File: src/rtl/fetch_prefetch_queue_if.sv
// Instruction-memory read port of the prefetch queue.
// The fetcher drives enable/address; the memory returns read data.
interface fetch_prefetch_queue_if #(
  parameter int DATA_W = 32,
  parameter int ADDR_W = 7
);
  logic              IMena;
  logic [ADDR_W-1:0] IMaddra;
  logic [DATA_W-1:0] IMdouta;

  modport master (
    output IMena,
    output IMaddra,
    input  IMdouta
  );

  modport slave (
    input  IMena,
    input  IMaddra,
    output IMdouta
  );
endinterface

File: src/rtl/fetch_prefetch_queue.sv
// Decoupled instruction prefetcher: sequential IM reads into a
// DEPTH-entry {inst, pc} queue with stall, redirect flush and halt.
module fetch_prefetch_queue #(
  parameter int          DATA_W   = 32,
  parameter int          ADDR_W   = 7,
  parameter int          DEPTH    = 4,
  parameter int          IM_LAT   = 1,
  parameter logic [31:0] RESET_PC = 32'h0,
  localparam int         CW       = $clog2(DEPTH) + 1,
  localparam int         PW       = $clog2(DEPTH)
) (
  input  logic                   clk,
  input  logic                   rst,
  fetch_prefetch_queue_if.master im,
  input  logic                   redirect,
  input  logic [31:0]            redirectPC,
  input  logic                   stall,
  input  logic                   halt,
  output logic [DATA_W-1:0]      inst_out,
  output logic [31:0]            pc_out,
  output logic                   valid_out,
  output logic [CW-1:0]          count
);

  localparam int SW = CW + 3;

  logic [31:0]       fetch_pc_q, fetch_pc_d;
  logic [IM_LAT-1:0] fl_v_q, fl_v_d;
  logic [31:0]       fl_pc_q [IM_LAT];
  logic [31:0]       fl_pc_d [IM_LAT];
  logic [DATA_W-1:0] q_inst_q [DEPTH];
  logic [31:0]       q_pc_q [DEPTH];
  logic [PW-1:0]     rd_ptr_q, rd_ptr_d;
  logic [PW-1:0]     wr_ptr_q, wr_ptr_d;
  logic [CW-1:0]     count_q, count_d;
  logic [2:0]        inflight;
  logic [SW-1:0]     occ;
  logic              issue, push, pop;

  assign valid_out = (count_q != '0);

  always_comb begin
    inflight = '0;
    for (int i = 0; i < IM_LAT; i++)
      inflight = inflight + 3'(fl_v_q[i]);
    // Pops in this cycle are not credited back.
    occ   = SW'(count_q) + SW'(inflight);
    issue = !rst && !redirect && !halt
            && (occ < SW'(DEPTH));
    push  = fl_v_q[IM_LAT-1] && !redirect;
    pop   = valid_out && !stall && !redirect;
  end

  always_comb begin
    fetch_pc_d = issue ? fetch_pc_q + 32'd4
                       : fetch_pc_q;
    fl_v_d[0]  = issue;
    fl_pc_d[0] = fetch_pc_q;
    for (int i = 1; i < IM_LAT; i++) begin
      fl_v_d[i]  = fl_v_q[i-1];
      fl_pc_d[i] = fl_pc_q[i-1];
    end
    rd_ptr_d = rd_ptr_q + PW'(pop);
    wr_ptr_d = wr_ptr_q + PW'(push);
    count_d  = count_q + CW'(push) - CW'(pop);
    if (redirect) begin
      fetch_pc_d = redirectPC;
      fl_v_d     = '0;
      rd_ptr_d   = '0;
      wr_ptr_d   = '0;
      count_d    = '0;
    end
  end

  always_ff @(posedge clk) begin
    if (rst) begin
      fetch_pc_q <= RESET_PC;
      fl_v_q     <= '0;
      rd_ptr_q   <= '0;
      wr_ptr_q   <= '0;
      count_q    <= '0;
    end else begin
      fetch_pc_q <= fetch_pc_d;
      fl_v_q     <= fl_v_d;
      rd_ptr_q   <= rd_ptr_d;
      wr_ptr_q   <= wr_ptr_d;
      count_q    <= count_d;
    end
  end

  // Payload storage needs no reset; validity lives in the flags.
  always_ff @(posedge clk) begin
    fl_pc_q <= fl_pc_d;
    if (push) begin
      q_inst_q[wr_ptr_q] <= im.IMdouta;
      q_pc_q[wr_ptr_q]   <= fl_pc_q[IM_LAT-1];
    end
  end

  always_ff @(posedge clk) begin
    if (!rst)
      assert (!(push && !pop && count_q == CW'(DEPTH)));
  end

  assign im.IMena   = issue;
  assign im.IMaddra = fetch_pc_q[ADDR_W+1:2];
  assign inst_out   = valid_out ? q_inst_q[rd_ptr_q] : '0;
  assign pc_out     = valid_out ? q_pc_q[rd_ptr_q] : '0;
  assign count      = count_q;

endmodule

File: src/flat_wrapper.sv
// flat-port wrapper written by rule: the top's interface ports become plain ports
module fetch_prefetch_queue_flat 
#(
  parameter int          DATA_W   = 32,
  parameter int          ADDR_W   = 7,
  parameter int          DEPTH    = 4,
  parameter int          IM_LAT   = 1,
  parameter logic [31:0] RESET_PC = 32'h0,
  localparam int         CW       = $clog2(DEPTH) + 1,
  localparam int         PW       = $clog2(DEPTH)
)
  (clk, rst, redirect, redirectPC, stall, halt, inst_out, pc_out, valid_out, count, im_IMena, im_IMaddra, im_IMdouta);
  fetch_prefetch_queue_if #(.DATA_W(DATA_W), .ADDR_W(ADDR_W)) im_i ();
  input  logic clk;
  input  logic rst;
  input  logic redirect;
  input  logic [31:0] redirectPC;
  input  logic stall;
  input  logic halt;
  output logic [DATA_W-1:0] inst_out;
  output logic [31:0] pc_out;
  output logic valid_out;
  output logic [CW-1:0] count;
  output wire logic [$bits(im_i.IMena)-1:0] im_IMena;
  output wire logic [$bits(im_i.IMaddra)-1:0] im_IMaddra;
  input wire logic [$bits(im_i.IMdouta)-1:0] im_IMdouta;
  assign im_IMena = im_i.IMena;
  assign im_IMaddra = im_i.IMaddra;
  assign im_i.IMdouta = im_IMdouta;
  fetch_prefetch_queue #(.DATA_W(DATA_W), .ADDR_W(ADDR_W), .DEPTH(DEPTH), .IM_LAT(IM_LAT), .RESET_PC(RESET_PC)) u_core (.clk(clk), .rst(rst), .im(im_i), .redirect(redirect), .redirectPC(redirectPC), .stall(stall), .halt(halt), .inst_out(inst_out), .pc_out(pc_out), .valid_out(valid_out), .count(count));
endmodule
File: config.mk
export PLATFORM = sky130hd
export DESIGN_NAME = fetch_prefetch_queue_flat
export DESIGN_NICKNAME = d
export VERILOG_FILES = /design/src/rtl/fetch_prefetch_queue_if.sv /design/src/rtl/fetch_prefetch_queue.sv /design/src/flat_wrapper.sv
export SDC_FILE = /design/constraint.sdc
export NUM_CORES = 1
export LEC_CHECK = 0
export CORE_UTILIZATION = 50
export DETAILED_ROUTE_END_ITERATION = 8
export GPL_TIMING_DRIVEN = 0
export PLACE_DENSITY_LB_ADDON = 0.1
export SYNTH_ARGS = -nofsm -noshare
export SYNTH_HDL_FRONTEND = slang
export SYNTH_SLANG_ARGS = --single-unit
export TNS_END_PERCENT = 10
File: constraint.sdc
create_clock -name clk -period 9.5 [get_ports clk]
set_input_delay 1.425 -clock clk [delete_from_list [all_inputs] [get_ports clk]]
set_output_delay 1.425 -clock clk [all_outputs]
set_load 0.02 [all_outputs]
==> results.sh, run 1 <==
export IMPL_htreeDepth=2
export IMPL_yosys_register_bits=328
export IMPL_regToRegEndpoint="u_core.count[1]$_SDFF_PP0_"
export IMPL_fmax_achieved_mhz=202
export IMPL_cts_hold_fix_buffers=0
export IMPL_r2r_cells=8
export IMPL_synth_common_cells="sky130_fd_sc_hd__edfxtp_1, sky130_fd_sc_hd__dfxtp_1, sky130_fd_sc_hd__and2_1"
export IMPL_netlist_top_cell_by_area="sky130_fd_sc_hd__edfxtp_1"
export IMPL_final_util=0.647
export IMPL_hold_violations=0
export IMPL_worst_hold_path_type="flip-flop to flip-flop"
export IMPL_worstPathCellList="clkbuf_1 > buf_1 > mux4_2 > and2_1 > clkdlybuf4s50_1"
export IMPL_unrepaired_setup_endpoints_after_global_routing="false"
export IMPL_crit_path_max_fanout=10
export IMPL_drtPass1Iterations=5
export IMPL_route_detailed_drc=0
export IMPL_layout_area_overhead_vs_synth_pct=26.4
export IMPL_worst_path_buf_inv=3
export IMPL_antennaDiodeCount=0
export IMPL_clock_path_buffers=3
export IMPL_synthFlopType="sky130_fd_sc_hd__edfxtp_1"
export IMPL_crit_type="flip-flop to output pin"
export IMPL_ys_seq_area_frac=0.729
export IMPL_fill_cells=1704
export IMPL_critical_path_arrival_ns=3.52
export IMPL_grt_start_max_net_pins=44
export IMPL_track_usage=0.201
export IMPL_max_slew_worst_pin_slew_ns=1.04
export IMPL_setup_viol_count_final=0
export IMPL_ys_types=46
export IMPL_synth_top_cells_by_area="sky130_fd_sc_hd__edfxtp_1, sky130_fd_sc_hd__dfxtp_1, sky130_fd_sc_hd__mux4_2"
export IMPL_place_congestion=0.879
export IMPL_min_path_cells=0
export IMPL_num_rows=57
export IMPL_synthesis_area_um2=12500
export IMPL_cts_root_buffer="sky130_fd_sc_hd__clkbuf_16"
export IMPL_top_level_ports=145
export IMPL_grt_antenna_before_repair=0
export IMPL_post_cts_resized=0
export IMPL_reg2reg_slack_ns=6.72
export IMPL_syn_avg_cell_area_um2=17.7
export IMPL_final_nets=976
export IMPL_power_static_leakage_nw=5.15
export IMPL_drt_iter0_drc=358
export IMPL_place_port_buffers=143
export IMPL_die_x_um=160
export IMPL_postSynthNetCount=782
export IMPL_worst_ir_drop_vdd_v=0.000131
export IMPL_cts_sinks=328
export IMPL_vias=6883
export IMPL_finalPower_w=0.00307
export IMPL_fp_dieArea_um2=25700
export IMPL_global_route_wire_length_before_repair_um=39400
export IMPL_drtAntennaViolNets=0
export IMPL_async_reset_ff_frac=0
export IMPL_final_setup_skew_ns=0.0126
export IMPL_worst_path_max_delay_cell="sky130_fd_sc_hd__buf_1"
export IMPL_synth_top_area_share=0.614
export IMPL_max_cap_viol_count=0
export IMPL_core_region_area_um2=24500
export IMPL_outcome="complete, no violations"
export IMPL_wl_um=25300
export IMPL_die_height_um=160
export IMPL_max_slew_margin_rel=0.307
export IMPL_final_layout_size_suffix_gt1_frac=0.159
export IMPL_synth_edff_count=256
export IMPL_yosys_cell_count_top_type="sky130_fd_sc_hd__edfxtp_1"
export IMPL_critical_path_max_stage_delay_ns=0.83
export IMPL_period_share=0.521
export IMPL_drv_slew=0
export IMPL_clock_buffers_created_by_tritoncts=34
export IMPL_cpLargestDelayFamily="buffers and inverters"
export IMPL_hold_path_endpoint="u_core.fl_pc_q[1]$_DFF_P_"
export IMPL_post_route_min_period_ns=4.95
export IMPL_worstSetupStartpointType="flip-flop"
export IMPL_worstSetupPathDepth=5
export IMPL_hold_start="u_core.fetch_pc_q[1]$_SDFFE_PP0P_"
export IMPL_path_clk_slew_ns=0.06
export IMPL_critical_path_reg2reg_startpoint="u_core.count[2]$_SDFF_PP0_"
export IMPL_wl_per_cell_um=20.3
export IMPL_post_cts_setup_buffers=0
export IMPL_effective_utilization_at_floorplan=0.512
export IMPL_warnings_from_yosys=0
export IMPL_first_global_vias=7085
export IMPL_detail_route_vias_per_cell=5.51
export IMPL_power_per_cell_area_nw_per_um2=194
export IMPL_critPathCaptureType="output pin"
export IMPL_synth_cells=706
export IMPL_grt_overflow=0
export IMPL_worst_endpoint_required_ns=8.08
export IMPL_insertion_delay_ns=0.50
export IMPL_cts_tree="built"
export IMPL_dp_hpwl_um=16700
## final cells by class
cell class / instances / area [um^2] / share of cell area
Tap cell: 324 / 405 / 0.0256
Multi-Input combinational cell: 323 / 3180 / 0.201
Clock inverter: 11 / 123 / 0.00775
Inverter: 12 / 45.0 / 0.00285
Clock buffer: 51 / 1050 / 0.0663
Buffer: 43 / 189 / 0.0119
Sequential cell: 328 / 9130 / 0.577
Timing Repair Buffer: 158 / 1700 / 0.108
## stage by stage
step	worst slack (ns)	TNS, ns	instances	hold WS, ns	area [um^2]
2_1_floorplan	2.33	0	706	0.330	12500
3_3_place_gp	-2.38	-152.28	1173	0.336	14400
3_5_place_dp	4.70	0	1188	0.337	14600
4_1_cts	4.39	0	1250	0.354	15800
5_1_grt	4.21	0	1250	0.361	15800
6_report	4.55	0	1250	0.353	15800
## cell usage in the layout (no fill, tap or decap), drive strengths merged, types with 20 or more instances in the layout
cell | netlist | routed
edfxtp | 256 | 256
clkdlybuf4s50 | 0 | 143
clkbuf | 25 | 76
mux4 | 64 | 64
and2 | 71 | 71
dfxtp | 72 | 72
nor2 | 36 | 36
buf | 18 | 33
a211oi | 20 | 20
## worst reg2reg max path: stages (launching register included)
cell,delay [ns]
sky130_fd_sc_hd__dfxtp_1,0.47
sky130_fd_sc_hd__or3_1,0.20
sky130_fd_sc_hd__clkbuf_1,0.50
sky130_fd_sc_hd__nor3b_1,0.43
sky130_fd_sc_hd__ha_1,0.31
sky130_fd_sc_hd__inv_1,0.07
sky130_fd_sc_hd__ha_1,0.16
sky130_fd_sc_hd__fa_1,0.41
sky130_fd_sc_hd__and2_1,0.14
## logic make-up after synthesis
kind of cell,Yosys count,share of synthesized area
adder cells (fa/ha/maj),7,0.00760
AO/OA/AOI/OAI,42,0.0260
multiplexers,67,0.118
flip-flops,328,0.729
XOR/XNOR,22,0.0154
buffers and inverters,55,0.0187
AND/OR/NAND/NOR,185,0.0854
## metal layers
layer,wire length (um),vias up,global-route usage
met4,399,0,0.0545
met5,0,-,0
met2,12200,220,0.327
met1,11500,3465,0.280
met3,1210,36,0.0392
li1,-,3162,-
## report_power, final
group	switching (W)	leakage [nW]	internal, W
sequential	0.0000249	2.92	0.00157
clock	0.000512	0.574	0.000843
combinational	0.0000530	1.65	0.0000618
total	0.000590	5.15	0.00248
## how the worst max path moves through the flow
stage                                            endpoint  slack, ns                           from
final                                          pc_out[12]       4.55  u_core.rd_ptr_q[0]$_SDFF_PP0_
after global routing                           pc_out[16]       4.21  u_core.rd_ptr_q[0]$_SDFF_PP0_
after CTS                                      pc_out[12]       4.39  u_core.rd_ptr_q[0]$_SDFF_PP0_
after detailed placement                         im_IMena       4.70                           halt
after global placement     u_core.q_pc_q[0][15]$_DFFE_PP_      -2.38                       redirect
after floorplan           u_core.q_inst_q[0][0]$_DFFE_PP_       2.33                       redirect
## registers in the layout, indices dropped and copies added, names as in the netlist
signal             cells
u_core.q_inst_q      128
u_core.q_pc_q        128
u_core.fetch_pc_q     32
u_core.fl_pc_q        32
u_core.count           3
u_core.rd_ptr_q        2
u_core.wr_ptr_q        2
u_core.fl_v_q          1
Power figures use the tool's default switching activity.
==> inputs of run 2 (changes only) <==
Clock period 9.5 ns to 4.7 ns, I/O delays scaled along.
==> run 2 against run 1 <==
  * First-iteration DRC count grew 35%
  * Combinational power increased by 100%
  * Worst hold slack improved by 0.0062 ns
  * Clock power rose by 95%
  * Die area did not move
  * Setup slack got worse by 4.1 ns
  * Register-to-register slack got worse by 4.8 ns
  * Total power increased by 99%
  * Highest routed layer unchanged
  * Sequential share of layout area rose by 0.31 points
  * Core utilization shrank 0.34 points
  * Cell area shrank 0.53%
  * Wire length rose by 0.88%
==> results.sh, run 2 (synthesized netlist as in run 1, its figures left out) <==
export IMPL_unrepaired_setup_endpoints_after_global_routing="false"
export IMPL_worst_endpoint_required_ns=3.99
export IMPL_worst_ir_drop_vdd_v=0.000217
export IMPL_grt_use_met3=0.0314
export IMPL_cts_hold_fix_buffers=0
export IMPL_top_level_ports=145
export IMPL_grt_util_met1=0.286
export IMPL_layout_area_overhead_vs_synth_pct=25.7
export IMPL_grt_start_max_net_pins=38
export IMPL_worstPathCellList="clkbuf_1 > buf_1 > mux4_2 > and2_1 > clkdlybuf4s50_1"
export IMPL_place_port_buffers=143
export IMPL_fin_cells=1246
export IMPL_max_slew_worst_pin_slew_ns=1.02
export IMPL_dp_hpwl_um=16600
export IMPL_groute_layer_met2_usage=0.332
export IMPL_die_height_um=160
export IMPL_period_share=0.898
export IMPL_power_per_cell_area_nw_per_um2=389
export IMPL_critical_path_arrival_ns=3.52
export IMPL_numPlacedInstances=1183
export IMPL_route_detailed_drc=0
export IMPL_wl_um=25500
export IMPL_outcome="complete, no violations"
export IMPL_crit_path_max_fanout=10
export IMPL_clock_buffers_created_by_tritoncts=35
export IMPL_critical_path_max_stage_delay_ns=0.83
export IMPL_antennaDiodeCount=0
export IMPL_post_cts_setup_buffers=0
export IMPL_power_static_leakage_nw=5.10
export IMPL_drtAntennaViolNets=0
export IMPL_max_slew_margin_rel=0.320
export IMPL_path_clk_slew_ns=0.06
export IMPL_first_global_vias=7115
export IMPL_worstSetupStartpointType="flip-flop"
export IMPL_fp_dieArea_um2=25700
export IMPL_most_common_layout_cells="sky130_fd_sc_hd__edfxtp_1, sky130_fd_sc_hd__clkdlybuf4s50_1, sky130_fd_sc_hd__dfxtp_1"
export IMPL_post_cts_resized=0
export IMPL_final_setup_skew_ns=0.0135
export IMPL_drtPass1Iterations=5
export IMPL_htreeDepth=2
export IMPL_clock_path_buffers=3
export IMPL_num_rows=57
export IMPL_post_route_min_period_ns=4.22
export IMPL_vias=6838
export IMPL_drv_slew=0
export IMPL_effective_utilization_at_floorplan=0.512
export IMPL_wl_per_cell_um=20.5
export IMPL_core_region_area_um2=24500
export IMPL_worst_path_max_delay_cell="sky130_fd_sc_hd__buf_1"
export IMPL_critPathCaptureType="output pin"
export IMPL_global_route_wire_length_before_repair_um=40100
export IMPL_cpLargestDelayFamily="buffers and inverters"
export IMPL_drt_iter0_drc=484
export IMPL_place_congestion=0.893
export IMPL_final_util=0.643
export IMPL_grt_antenna_before_repair=0
export IMPL_crit_type="flip-flop to output pin"
export IMPL_cts_sinks=328
export IMPL_hold_violations=0
export IMPL_mostFrequentLayoutCell="sky130_fd_sc_hd__edfxtp_1"
export IMPL_track_usage=0.205
export IMPL_reg_top3="u_core.q_inst_q (128), u_core.q_pc_q (128)"
export IMPL_die_x_um=160
export IMPL_worst_path_buf_inv=3
export IMPL_final_layout_size_suffix_gt1_frac=0.154
export IMPL_cts_tree="built"
export IMPL_max_cap_viol_count=0
export IMPL_global_route_peak_usage_layer="met2"
export IMPL_fmax_achieved_mhz=237
export IMPL_insertion_delay_ns=0.50
export IMPL_cts_root_buffer="sky130_fd_sc_hd__clkbuf_16"
export IMPL_grt_overflow=0
export IMPL_final_nets=972
export IMPL_worst_hold_path_type="flip-flop to flip-flop"
export IMPL_detail_route_vias_per_cell=5.49
export IMPL_setup_viol_count_final=0
-- run 2: cell types whose count changed in the layout (fill, tap and decap cells not counted), sizes merged --
cell    change
clkinv      +5
clkbuf      -4
buf         -5
-- run 2: worst register-to-register path, cell delays in order, from the launching register on --
cell and delay, ns:
sky130_fd_sc_hd__dfxtp_1 0.46, sky130_fd_sc_hd__or3_1 0.18, sky130_fd_sc_hd__clkbuf_1 0.53, sky130_fd_sc_hd__nor3b_1 0.39, sky130_fd_sc_hd__ha_1 0.30, sky130_fd_sc_hd__inv_1 0.06
sky130_fd_sc_hd__ha_1 0.16, sky130_fd_sc_hd__fa_1 0.41, sky130_fd_sc_hd__and2_1 0.14
-- run 2: layout make-up --
| class | count | area [um^2] |
|---|---|---|
| Buffer | 43 | 189 |
| Clock buffer | 47 | 963 |
| Clock inverter | 16 | 154 |
| Fill cell | 1760 | 8730 |
| Inverter | 12 | 45.0 |
| Multi-Input combinational cell | 323 | 3180 |
| Sequential cell | 328 | 9130 |
| Tap cell | 324 | 405 |
| Timing Repair Buffer | 153 | 1670 |
-- run 2: layer usage --
metal	share of wire	routed length (um)
met5	0	0
met4	0.021	530
met3	0.050	1280
met2	0.49	12400
met1	0.44	11300
-- run 2: where the power goes --
| part | total, W | leakage (nW) | internal [W] | switching (W) |
|---|---|---|---|---|
| combinational | 0.000233 | 1.62 | 0.000125 | 0.000107 |
| clock | 0.00265 | 0.552 | 0.00161 | 0.00105 |
| sequential | 0.00323 | 2.92 | 0.00318 | 0.0000511 |
-- run 2: path summary, 6_finish.rpt --
kind	startpoint	to	slack, ns	depth (start not counted)
worst max-delay path	u_core.rd_ptr_q[0]$_SDFF_PP0_	pc_out[12]	0.48	5
worst max register to register	u_core.count[2]$_SDFF_PP0_	u_core.count[1]$_SDFF_PP0_	1.95	8
worst min register to register	u_core.fetch_pc_q[0]$_SDFFE_PP0P_	u_core.fl_pc_q[0]$_DFF_P_	0.36	0
worst min-delay path	u_core.fetch_pc_q[0]$_SDFFE_PP0P_	u_core.fl_pc_q[0]$_DFF_P_	0.36	0
-- run 2: metrics by stage --
stage / power [W] / setup TNS [ns] / hold WS, ns / cell area [um^2] / setup WS (ns)
after floorplan: 0.00338 / 0 / 0.330 / 12500 / 0.312
after global placement: 0.00351 / -513.77 / 0.334 / 14400 / -2.71
after detailed placement: 0.00352 / 0 / 0.354 / 14600 / 0.878
after CTS: 0.00617 / 0 / 0.360 / 15700 / 0.343
after global routing: 0.00631 / 0 / 0.370 / 15700 / 0.170
final: 0.00612 / 0 / 0.359 / 15700 / 0.478
==> variant 1: new RTL, flow settings as in run 1 <==
Register the output `count` once more; this adds one clock of latency there. The other outputs are not delayed to match.
--- a/src/rtl/fetch_prefetch_queue.sv
+++ b/src/rtl/fetch_prefetch_queue.sv
@@ -108,3 +108,5 @@
   assign pc_out     = valid_out ? q_pc_q[rd_ptr_q] : '0;
-  assign count      = count_q;
+  always_ff @(posedge clk) begin
+    count <= count_q;
+  end
 
Behaviour: not the same (a bounded check fails within 4 cycles, from zero or initial values and one cycle with rst high).
==> variant 1 against run 1 <==
- sequential cell count up 3
- design area up 0.12%
- core utilization down 0.30 points
- routed wire length up 0.99%
- power down 0.34%
- clock skew up 3.4 ps
- register-to-register slack about the same
- setup slack worse by 27 ps
- die area up 1.3%
- area after synthesis up 1.3%
- critical endpoint is now im_IMena
==> variant 1: results (changes against run 1) <==
* Critical R2R Capture: u_core.count_q[2]$_SDFF_PP0_
* Compound-Gate Fraction of Synth Area at 2.68% (+0.085 points)
* Final setup skew at 15.9 ps (+3.37 ps)
* Worst hold endpoint: u_core.fl_pc_q[0]$_DFF_P_
* Max VDD drop at 0.000118 V (-9.6%)
* DR WL/cell at 20.4 um (+0.67%)
* Pleak at 5.19 nW (+0.86%)
* Mapped Nets at 794 (+1.5%)
* Worst skew pair latency at 550 ps (+50 ps)
* R2r worst-path depth at 9 (+1)
* Final Worst Setup Slack at 4530 ps (-26.8 ps)
* Placed cell count at 1,196 (+0.67%)
* Psw at 0.580 mW (-1.6%)
* R2r startpoint: u_core.count_q[1]$_SDFF_PP0_
* Iteration-0 DRC Markers at 410 (+15%)
* Post-Synth XOR/XNOR Area at 1.45% (-0.089 points)
* Routability cong. at 0.856 (-2.6%)
* Layout cells sized above 1 at 17.1% (+1.2 points)
* Global Route met2 Usage at 34.8% (+2.1 points)
* Total wire length at 25,600 um (+0.99%)
* GR Layer Usage met1 at 27.3% (-0.64 points)
* Worst Max-Slew Pin Slew at 824 ps (-216 ps)
* Min Hold Slack at 354 ps (+1.14 ps)
* Status: finished, final reports clean
* Overall global routing resource usage at 20.1% (about the same)
* Top post-synthesis cells by count: 256 x edfxtp_1, 75 x dfxtp_1, 70 x and2_1
* Seq/Total Area, Yosys at 72.5% (-0.45 points)
* CTS H-tree depth at 1 (-1)
[variant 1: final cells by class]
| cell class | count | area [um^2] |
|---|---|---|
| Timing Repair Buffer | 154 | 1610 |
| Fill cell | 1743 | 8770 |
| Buffer | 43 | 213 |
| Clock buffer | 45 | 878 |
| Sequential cell | 331 | 9190 |
| Inverter | 9 | 33.8 |
| Multi-Input combinational cell | 335 | 3260 |
| Tap cell | 324 | 405 |
| Clock inverter | 13 | 244 |
[variant 1: critical path: stages]
cell             delay [ps]
clkdlybuf4s50_1         470
clkbuf_1                400
nand2b_1                320
buf_2                   310
nor2_1                   70
clkdlybuf4s50_1         540
[variant 1: power groups by stage]
stage / Combinational [mW] / Sequential (mW) / Clock [mW]
after floorplan: 0.0527 / 1.63 / 0
after global placement: 0.110 / 1.64 / 0
after detailed placement: 0.116 / 1.64 / 0
after CTS: 0.117 / 1.61 / 1.35
after global routing: 0.125 / 1.61 / 1.40
final: 0.117 / 1.61 / 1.33
==> variant 2: new RTL, settings of run 1 <==
Without the edit above. `DEPTH` is set to 4 in 2 places; all go to 2.
--- a/src/rtl/fetch_prefetch_queue.sv
+++ b/src/rtl/fetch_prefetch_queue.sv
@@ -5,3 +5,3 @@
   parameter int          ADDR_W   = 7,
-  parameter int          DEPTH    = 4,
+  parameter int          DEPTH    = 2,
   parameter int          IM_LAT   = 1,
--- a/src/flat_wrapper.sv
+++ b/src/flat_wrapper.sv
@@ -5,3 +5,3 @@
   parameter int          ADDR_W   = 7,
-  parameter int          DEPTH    = 4,
+  parameter int          DEPTH    = 2,
   parameter int          IM_LAT   = 1,
Ports: changed (resized count); port bits go from 145 to 144. The function was not compared with the original's and may differ.
==> variant 2 against run 1 <==
- the run now ends with design-rule violations left
- power shrank 43%
- routed wire length shrank 35%
- clock power fell by 48%
- sequential share of layout area fell by 4.7 points
- sequential cell count down 131
- area after synthesis fell by 39%
- design area decreased by 38%
- sequential power down 40%
- setup slack improved by 120 ps
- hold slack gained 2.8 ps
- non-clock buffer count is 23 lower
- global-route usage is 1.2 points higher
- via count down 26%
- critical path type is now primary input to output port
- largest power group unchanged
==> variant 2: results (changes against run 1) <==
* Status: finished with violations
* Failing checks: design-rule violations
* Buffers added on ports at 142 (-0.70%)
* M3 GR Usage at 4.96% (+1.0 points)
* Largest net degree at the start of global routing at 65 (+48%)
* Vias in the first global route at 4,991 (-30%)
* Global Route met2 Usage at 35.9% (+3.2 points)
* Data arrival, critical path at 3400 ps (-120 ps)
* First-pass GRT wire length at 25,600 um (-35%)
* Fill cells at 1,088 (-36%)
* CTS H-tree depth at 4 (+2)
* Worst skew pair latency at 430 ps (-70 ps)
* P per Cell Area at 178 nW/um^2 (-8.1%)
* Layout cells sized above 1 at 7.56% (-8.3 points)
* Setup Viol. Count Final at 0 (unchanged)
* Distinct cells, synth at 39 (-15%)
* Max VDD drop at 0.000118 V (-9.5%)
* Routability cong. at 0.882 (+0.41%)
* Hold Crit Start: u_core.fetch_pc_q[1]$_SDFFE_PP0P_
* GR Layer Usage met1 at 27.2% (-0.80 points)
* Largest regs: u_core.q_inst_q x64, u_core.q_pc_q x64
* Total wire length at 16,400 um (-35%)
* DRC Markers at 12 (+12)
* DRT Pass-1 Iters at 9 (+4)
* Post-CTS setup buffer count at 0 (unchanged)
* Number of CTS-inserted buffers at 17 (-50%)
* Pleak at 3.28 nW (-36%)
* Reg2Reg Setup Slack at 7290 ps (+570 ps)
* Syn_area_per_cell at 13.4 um^2 (-24%)
* Min Hold Slack at 355 ps (+2.81 ps)
* Clk buf depth at 2 (-1)
* Placed cell count at 893 (-25%)
* DR WL/cell at 17.7 um (-12%)
* Top post-synthesis cells by count: 128 x edfxtp_1, 83 x nor2_1, 69 x dfxtp_1
* Mapped Nets at 641 (-18%)
* Nets at 802 (-18%)
* Seq/Total Area, Yosys at 68.8% (-4.1 points)
* Iteration-0 DRC Markers at 387 (+8.1%)
* Overall global routing resource usage at 21.4% (+1.2 points)
* Clock-pin slew on the worst setup and hold paths at 70 ps
* Area post-placement at 9270 um^2 (-37%)
* Via density at 5.47 (-0.58%)
* Post-synth EDFFs at 128 (-50%)
* Diode count at 0 (unchanged)
* Post-detail-place hpwl at 10,800 um (-35%)
* R2r worst-path depth at 9 (+1)
* Crit Path Max Fanout at 8 (-2)
* FFs w/ async S/R, synth at 0% (unchanged)
* Dpl ws at 4710 ps (+12.4 ps)
* Worst Max-Slew Pin Slew at 975 ps (-64.8 ps)
* Dominant cells by area after synthesis: edfxtp_1 51%, dfxtp_1 18%, mux2i_1 8.8%, nor2_1 4.1%, a22oi_1 2.1%
* R2r startpoint: u_core.count[1]$_SDFF_PP0_
* Final setup skew at 7.57 ps (-5.00 ps)
[variant 2: final cells by class]
class	instances	area share [%]
buffer	36	1.75
clock buffer	18	4.57
clock inverter	14	1.31
inverter	7	0.267
multi-input combinational	327	22.3
sequential	197	53.0
tap	184	2.34
timing repair buffer	142	14.4
[variant 2: layer usage]
layer  vias up  wire [um]
li1       2403          -
met1      2466       6960
met2       178       8090
met3        17       1110
met4         0        234
met5         -          0
[variant 2: cells by family after synthesis]
| kind of cell | share of synthesized area, % |
|---|---|
| buf+inv | 2.62 |
| simple gates | 10.7 |
| fa+ha+maj | 0.824 |
| flops | 68.8 |
| xor+xnor | 2.42 |
| compound gates | 5.67 |
| mux | 8.98 |
[variant 2: how the worst max path moves through the flow]
stage              from                               to  slack, ps  cells after the start
6_report       redirect                         im_IMena       4670                      5
5_1_grt        redirect                         im_IMena       4570                      5
4_1_cts        redirect                         im_IMena       4700                      5
3_5_place_dp   redirect                         im_IMena       4710                      5
3_3_place_gp   redirect   u_core.q_pc_q[0][30]$_DFFE_PP_       3670                      5
2_1_floorplan  redirect  u_core.q_inst_q[1][0]$_DFFE_PP_       5440                      4
[variant 2: worst max-delay path, cell delays in order]
cell and delay (ps):
clkdlybuf4s50_1 590, nor4_2 360, nand2_1 160, clkinv_1 220
clkdlybuf4s50_1 650
[variant 2: where the power goes]
group / internal [mW] / switching [mW]
sequential: 0.935 / 0.0191
clock: 0.364 / 0.337
combinational: 0.0543 / 0.0464
total: 1.35 / 0.402
